File: src/rtl/msk_pkg.sv
// msk_pkg: shared defaults, FSM states and the elaboration-time cos/sin generator for msk_mod.
package msk_pkg;
    localparam int OSF_DEF = 20;

    typedef enum logic {IDLE, RUN} state_e;

    // round(amp*cos(2*pi*k/n)); sine is obtained by calling with k - n/4
    function automatic int cos_q(input int k, input int n, input int amp);
        real a, t, s;
        int m;
        m = ((k % n) + n) % n;
        if (2 * m > n) m = n - m;
        a = 6.283185307179586 * m / n;
        t = 1.0;
        s = 1.0;
        for (int j = 1; j < 30; j++) begin
            t = -t * a * a / ((2 * j - 1) * (2 * j));
            s = s + t;
        end
        s = s * amp;
        return $rtoi(s >= 0.0 ? s + 0.5 : s - 0.5);
    endfunction
endpackage

File: src/rtl/msk_mod_if.sv
// msk_mod_if: bit-input handshake and I/Q sample output bundle for msk_mod.
interface msk_mod_if #(parameter int WO = 16);
    logic                 ce_i, data_i, data_val_i, data_rdy_o;
    logic signed [WO-1:0] i_o, q_o;
    logic                 iq_val_o, sym_start_o, underrun_o;
    modport master (output ce_i, data_i, data_val_i,
                    input  data_rdy_o, i_o, q_o, iq_val_o, sym_start_o, underrun_o);
    modport slave  (input  ce_i, data_i, data_val_i,
                    output data_rdy_o, i_o, q_o, iq_val_o, sym_start_o, underrun_o);
endinterface

File: src/rtl/msk_sincos_lut.sv
// msk_sincos_lut: registered phase -> I/Q lookup; output is forced to 0 when no sample is valid.
module msk_sincos_lut import msk_pkg::*; #(
    parameter  int OSF = OSF_DEF,
    parameter  int WO  = 16,
    parameter  int AMP = 2**(WO-1)-1,
    localparam int N   = 4*OSF,
    localparam int PW  = $clog2(N)
) (
    input  logic                 clk,
    input  logic                 rst,
    input  logic [PW-1:0]        ph_i,
    input  logic                 val_i,
    output logic signed [WO-1:0] i_o,
    output logic signed [WO-1:0] q_o
);
    logic signed [WO-1:0] cos_t [N];
    logic signed [WO-1:0] sin_t [N];

    for (genvar k = 0; k < N; k++) begin : g_tbl
        localparam logic signed [WO-1:0] C = WO'(cos_q(k, N, AMP));
        localparam logic signed [WO-1:0] S = WO'(cos_q(k - OSF, N, AMP));
        assign cos_t[k] = C;
        assign sin_t[k] = S;
    end

    always_ff @(posedge clk or posedge rst)
        if (rst) begin
            i_o <= '0;
            q_o <= '0;
        end else begin
            i_o <= val_i ? cos_t[ph_i] : '0;
            q_o <= val_i ? sin_t[ph_i] : '0;
        end
endmodule

File: src/rtl/msk_mod.sv
// msk_mod: MSK modulator; one held input bit steers the phase index +/-1 per ce_i, I/Q 2 cycles later.
// Define MSK_MOD_PRECODE_EN to differentially precode the bits (d_k = b_k ^ d_k-1) before steering.
module msk_mod import msk_pkg::*; #(
    parameter int OSF = OSF_DEF,
    parameter int WO  = 16,
    parameter int AMP = 2**(WO-1)-1
) (
    input logic      clk,
    input logic      rst,
    msk_mod_if.slave bus
);
    localparam int N  = 4*OSF;
    localparam int PW = $clog2(N);
    localparam int SW = $clog2(OSF);

    state_e        st_q, st_d;
    logic [PW-1:0] ph_q, ph_d, s1_ph_q;
    logic [SW-1:0] sc_q, sc_d;
    logic          hold_q, hold_d, hbit_q, hbit_d, dir_q, dir_d;
    logic          s1_val_q, s1_sym_q, s1_und_q, s2_val_q, s2_sym_q, s2_und_q;
    logic          load, und, emit, sym_bit, dir;

`ifdef MSK_MOD_PRECODE_EN
    logic pre_q;
    assign sym_bit = hbit_q ^ pre_q;
    always_ff @(posedge clk or posedge rst)
        if (rst) pre_q <= 1'b0;
        else if (und) pre_q <= 1'b0;
        else if (load) pre_q <= sym_bit;
`else
    assign sym_bit = hbit_q;
`endif

    // sc stays 0 in IDLE, so a ce_i there is treated as a symbol boundary
    always_comb begin
        load   = bus.ce_i && sc_q == '0 && hold_q;
        und    = bus.ce_i && sc_q == '0 && !hold_q && st_q == RUN;
        emit   = load || (bus.ce_i && st_q == RUN && sc_q != '0);
        dir    = load ? sym_bit : dir_q;
        st_d   = und ? IDLE : load ? RUN : st_q;
        hold_d = load ? 1'b0 : hold_q || bus.data_val_i;
        hbit_d = (bus.data_val_i && !hold_q) ? bus.data_i : hbit_q;
        dir_d  = dir;
        sc_d   = und ? '0 : !emit ? sc_q : sc_q == SW'(OSF-1) ? '0 : sc_q + 1'b1;
        ph_d   = und ? '0 : !emit ? ph_q :
                 dir ? (ph_q == PW'(N-1) ? '0 : ph_q + 1'b1) :
                       (ph_q == '0 ? PW'(N-1) : ph_q - 1'b1);
    end

    always_ff @(posedge clk or posedge rst)
        if (rst) begin
            st_q     <= IDLE;
            ph_q     <= '0;
            sc_q     <= '0;
            hold_q   <= 1'b0;
            hbit_q   <= 1'b0;
            dir_q    <= 1'b0;
            s1_ph_q  <= '0;
            s1_val_q <= 1'b0;
            s1_sym_q <= 1'b0;
            s1_und_q <= 1'b0;
            s2_val_q <= 1'b0;
            s2_sym_q <= 1'b0;
            s2_und_q <= 1'b0;
        end else begin
            st_q     <= st_d;
            ph_q     <= ph_d;
            sc_q     <= sc_d;
            hold_q   <= hold_d;
            hbit_q   <= hbit_d;
            dir_q    <= dir_d;
            if (emit) s1_ph_q <= ph_q;
            s1_val_q <= emit;
            s1_sym_q <= load;
            s1_und_q <= und;
            s2_val_q <= s1_val_q;
            s2_sym_q <= s1_sym_q;
            s2_und_q <= s1_und_q;
        end

    msk_sincos_lut #(.OSF(OSF), .WO(WO), .AMP(AMP)) u_lut (
        .clk   (clk),
        .rst   (rst),
        .ph_i  (s1_ph_q),
        .val_i (s1_val_q),
        .i_o   (bus.i_o),
        .q_o   (bus.q_o)
    );

    assign bus.data_rdy_o  = !hold_q;
    assign bus.iq_val_o    = s2_val_q;
    assign bus.sym_start_o = s2_sym_q;
    assign bus.underrun_o  = s2_und_q;
endmodule

File: src/flat_wrapper.sv
// flat-port wrapper written by rule: the top's interface ports become plain ports
module msk_mod_flat import msk_pkg::*;
#(
    parameter int OSF = OSF_DEF,
    parameter int WO  = 16,
    parameter int AMP = 2**(WO-1)-1
)
  (clk, rst, bus_ce_i, bus_data_i, bus_data_val_i, bus_data_rdy_o, bus_i_o, bus_q_o, bus_iq_val_o, bus_sym_start_o, bus_underrun_o);
  msk_mod_if #(.WO(WO)) bus_i ();
  input logic clk;
  input logic rst;
  input wire logic [$bits(bus_i.ce_i)-1:0] bus_ce_i;
  input wire logic [$bits(bus_i.data_i)-1:0] bus_data_i;
  input wire logic [$bits(bus_i.data_val_i)-1:0] bus_data_val_i;
  output wire logic [$bits(bus_i.data_rdy_o)-1:0] bus_data_rdy_o;
  output wire logic [$bits(bus_i.i_o)-1:0] bus_i_o;
  output wire logic [$bits(bus_i.q_o)-1:0] bus_q_o;
  output wire logic [$bits(bus_i.iq_val_o)-1:0] bus_iq_val_o;
  output wire logic [$bits(bus_i.sym_start_o)-1:0] bus_sym_start_o;
  output wire logic [$bits(bus_i.underrun_o)-1:0] bus_underrun_o;
  assign bus_i.ce_i = bus_ce_i;
  assign bus_i.data_i = bus_data_i;
  assign bus_i.data_val_i = bus_data_val_i;
  assign bus_data_rdy_o = bus_i.data_rdy_o;
  assign bus_i_o = bus_i.i_o;
  assign bus_q_o = bus_i.q_o;
  assign bus_iq_val_o = bus_i.iq_val_o;
  assign bus_sym_start_o = bus_i.sym_start_o;
  assign bus_underrun_o = bus_i.underrun_o;
  msk_mod #(.OSF(OSF), .WO(WO), .AMP(AMP)) u_core (.clk(clk), .rst(rst), .bus(bus_i));
endmodule
File: config.mk
export PLATFORM = sky130hd
export DESIGN_NAME = msk_mod_flat
export DESIGN_NICKNAME = d
export VERILOG_FILES = /design/src/rtl/msk_pkg.sv /design/src/rtl/msk_mod_if.sv /design/src/rtl/msk_sincos_lut.sv /design/src/rtl/msk_mod.sv /design/src/flat_wrapper.sv
export SDC_FILE = /design/constraint.sdc
export NUM_CORES = 1
export LEC_CHECK = 0
export CORE_ASPECT_RATIO = 2
export CORE_MARGIN = 2
export CORE_UTILIZATION = 55
export DETAILED_ROUTE_END_ITERATION = 10
export GPL_ROUTABILITY_DRIVEN = 0
export PLACE_DENSITY = 0.74
export SLEW_MARGIN = 20
export SYNTH_ARGS = -nofsm -noshare
export SYNTH_HDL_FRONTEND = slang
export SYNTH_SLANG_ARGS = --single-unit
File: constraint.sdc
create_clock -name clk -period 2.75 [get_ports clk]
set_input_delay 0.55 -clock clk [delete_from_list [all_inputs] [get_ports clk]]
set_output_delay 0.55 -clock clk [all_outputs]
set_load 0.02 [all_outputs]
==> impl_results.md <==
* Status: finished, violations left
* Failing checks: DRC
* Post-synth design cell area at between 5000 and 6000 um^2
* Final setup TNS at 0 ns
* Cell Rows at 53
* Slew HR at about 36%
* M3 GR Usage at between 10% and 20%
* Final ANT Viol Nets at 0
* CP arrival at 2.86 ns
* Total nets after synthesis at ~800
* CTS H-tree depth at 3
* I/O pin count at a little over 40
* Final period util at between 90 and 100%
* Post-CTS Hold Fix Bufs at 0
* Power Density at between 200 and 300 nW/um^2
* Clock root buffer: clkbuf_16
* Area Overhead vs Synth at 15.3%
* Routed wire per std cell at 27.3 um
* Die Ht at ~150 um
* Asr flop ratio synth at 100%
* GR Layer Usage met1 at between 40% and 50%
* CP max FO at 28
* Unique masters post-synth at around 70
* Minimum clock period at between 2 and 3 ns
* Yosys reg bits at 61
* Crit end category: register
* Via count at between 7000 and 8000
* Final setup vio count at 0
* Worst VDD drop at 0.000342 V
* Worst-skew pair later-pin latency at roughly 0.35 ns
* RSZ-0062 raised after global routing: no
* Core ar. at around 10000 um^2
* Pleak at between 2 and 3 nW
* Hold crit path type: register to register
* Worst hold slack at 0.348 ns
* DRT iter0 DRCs at 2054
* Post-DR vias/cell at 7.54
* Vias in the first global route at 6801
* Ant diodes at 0
* First-pass GRT wire length at around 40 mm
* Max_cap viols at 0
* Post-Syn Instances at around 770
* Tightest Pin Transition at around 0.96 ns
* Largest net degree at the start of global routing at 63
* TritonCTS clock tree: yes
* CTS max path bufs at 2
* GRT Total Usage at 45.7%
* Share of post-route cells with drive strength above 1 at 12.6%
* Drt drc at 3
* Die width at ~77 um
* Post-Syn Area per Cell at 7.63 um^2
* Gr busiest metal: met2
* Final Max Tran Viols at 0
* WP data required at about 3.0 ns
* Crit path kind: register to register
* Final WL at 25.4 mm
* Clock skew at between 0.01 and 0.015 ns
* Die Area at between 10000 and 15000 um^2
* # port buffers at 40
* CTS clk-pin slew, worst paths at roughly 0.060 ns
* Post-synth EDFFs at 0
* Startpoint types: register
* Clk sinks at 61
* Fmax at 381 MHz
* Fin nets at between 800 and 900
* Met2 usage at between 60% and 70%
* Predominant post-synthesis flop cell: dfrtp_1
* Global route total overflow at 0
* Synth warnings at 0
* Final Hold Vio Count at 0
* Detailed Place HPWL at 17.5 mm
* TritonCTS Buffers at 9
* Initial core utilization at around 56%
* Seq/Total Area, Yosys at around 26%
* DRT Pass-1 Iters at 11
* Initial antenna violation count at 0
## metrics by stage
step	area [um^2]	setup WS [ns]	utilization [%]	total power [W]	cells
final	6790	0.125	64.8	0.00201	930
after detailed placement	6510	0.283	62.1	0.000949	914
after global placement	6510	0.279	62.1	0.000949	914
after CTS	6780	0.285	64.7	0.00201	930
after global routing	6790	0.0787	64.8	0.00206	930
after floorplan	5890	0.0722	-	0.000934	772
## layer usage
| metal | vias up | share of wire [%] | wire (um) |
|---|---|---|---|
| met4 | 0 | 13 | 3240 |
| met1 | 3193 | 30 | 7710 |
| met2 | 652 | 44 | 11300 |
| li1 | 2914 | - | - |
| met5 | - | 0 | 0 |
| met3 | 255 | 12 | 3150 |
## logic make-up after synthesis
group / synth area share, %
AO/OA/AOI/OAI: 32.9
XOR/XNOR: 1.04
adder cells (fa/ha/maj): 4.46
buffers and inverters: 7.35
flip-flops: 25.9
multiplexers: 4.42
AND/OR/NAND/NOR: 23.9
## final cells by class
| cell class | count | area (um^2) |
|---|---|---|
| fillers | 959 | 3690 |
| clock buffers | 9 | 225 |
| inverters | 17 | 63.8 |
| well taps | 137 | 171 |
| clock inverters | 7 | 51.3 |
| repair buffers | 91 | 808 |
| flip-flops and latches | 61 | 1530 |
| multi-input cells | 608 | 3940 |
## critical path: stages, from the launching register on
cell and delay (ns):
dfrtp_1 0.34, buf_4 0.35, ha_1 0.66, nor2_1 0.20, nor3_1 0.19, a21oi_1 0.06
mux4_2 0.47, o2111a_1 0.24
## synthesized netlist by cell type (9+ instances only)
master	number	share of area, %
o311a_1	9	1.5
a21oi_1	54	4.6
nand2_1	79	5.0
nand2b_1	23	2.4
nor3_1	23	2.0
nor2_1	46	2.9
o311ai_0	12	1.8
o21a_1	9	1.1
buf_2	31	2.6
nor2b_1	22	2.3
and3_1	12	1.3
inv_1	15	0.96
ha_1	21	4.5
dfrtp_1	61	26
o21ai_0	66	5.6
nand3_1	34	2.9
a311oi_1	10	1.5
a31oi_1	16	1.7
o211ai_1	10	1.3
a211oi_1	12	1.5
o31ai_1	10	1.3
clkbuf_1	49	3.1
## path summary, 6_finish.rpt
| check | start | to | slack (ns) | depth (start not counted) |
|---|---|---|---|---|
| setup / recovery | u_core.s1_ph_q[1]$_DFFE_PP0P_ | u_core.u_lut.q_o[7]$_DFF_PP0_ | 0.12 | 7 |
| hold / removal | u_core.s1_und_q$_DFF_PP0_ | u_core.bus.underrun_o$_DFF_PP0_ | 0.35 | 0 |
| setup reg to reg | u_core.s1_ph_q[1]$_DFFE_PP0P_ | u_core.u_lut.q_o[7]$_DFF_PP0_ | 0.12 | 7 |
| hold reg to reg | u_core.s1_und_q$_DFF_PP0_ | u_core.bus.underrun_o$_DFF_PP0_ | 0.35 | 0 |
| max in group asynchronous | rst | u_core.u_lut.i_o[2]$_DFF_PP0_ | 1.40 | 3 |
| min in group asynchronous | rst | u_core.s1_ph_q[2]$_DFFE_PP0P_ | 0.60 | 2 |
## power breakdown
part	switching, W	leakage [nW]	internal (W)
Combinational	0.0000226	1.97	0.00000918
Sequential	0.000000951	0.804	0.000899
Clock	0.000471	0.120	0.000610
Total	0.000495	2.90	0.00152
## sequential cells by signal, summed over array words and instances, names as in the netlist
name / count
u_core.dir_q: 1
u_core.s1_ph_q: 7
u_core.s1_und_q: 1
u_core.hold_q: 1
u_core.ph_q: 7
u_core.st_q: 1
u_core.u_lut.i_o: 16
u_core.s1_sym_q: 1
u_core.s1_val_q: 1
u_core.sc_q: 5
u_core.u_lut.q_o: 16
u_core.hbit_q: 1
u_core.bus.sym_start_o: 1
u_core.bus.underrun_o: 1
u_core.bus.iq_val_o: 1
## cells in the final DEF (no fill, tap or decap), drive strengths merged, types with 7 or more instances in the layout
master,instances
o21a,9
and2,9
mux2i,8
and3,12
a311oi,10
o31ai,10
inv,17
nor2,46
a211oi,12
ha,21
a21oi,54
o211ai,10
clkdlybuf4s50,40
nand2b,23
a31oi,16
nor3,23
o21ai,67
o311ai,12
clkbuf,9
dfrtp,61
buf,51
o311a,9
nand3,34
or2,7
nor2b,22
nand2,80
## repair_timing
action	4_1_cts	5_1_grt
setup buffers	0	0
endpoints found under the setup margin	0	2
gates resized for setup	0	2
Note: power is estimated with default switching activity, not from simulation.
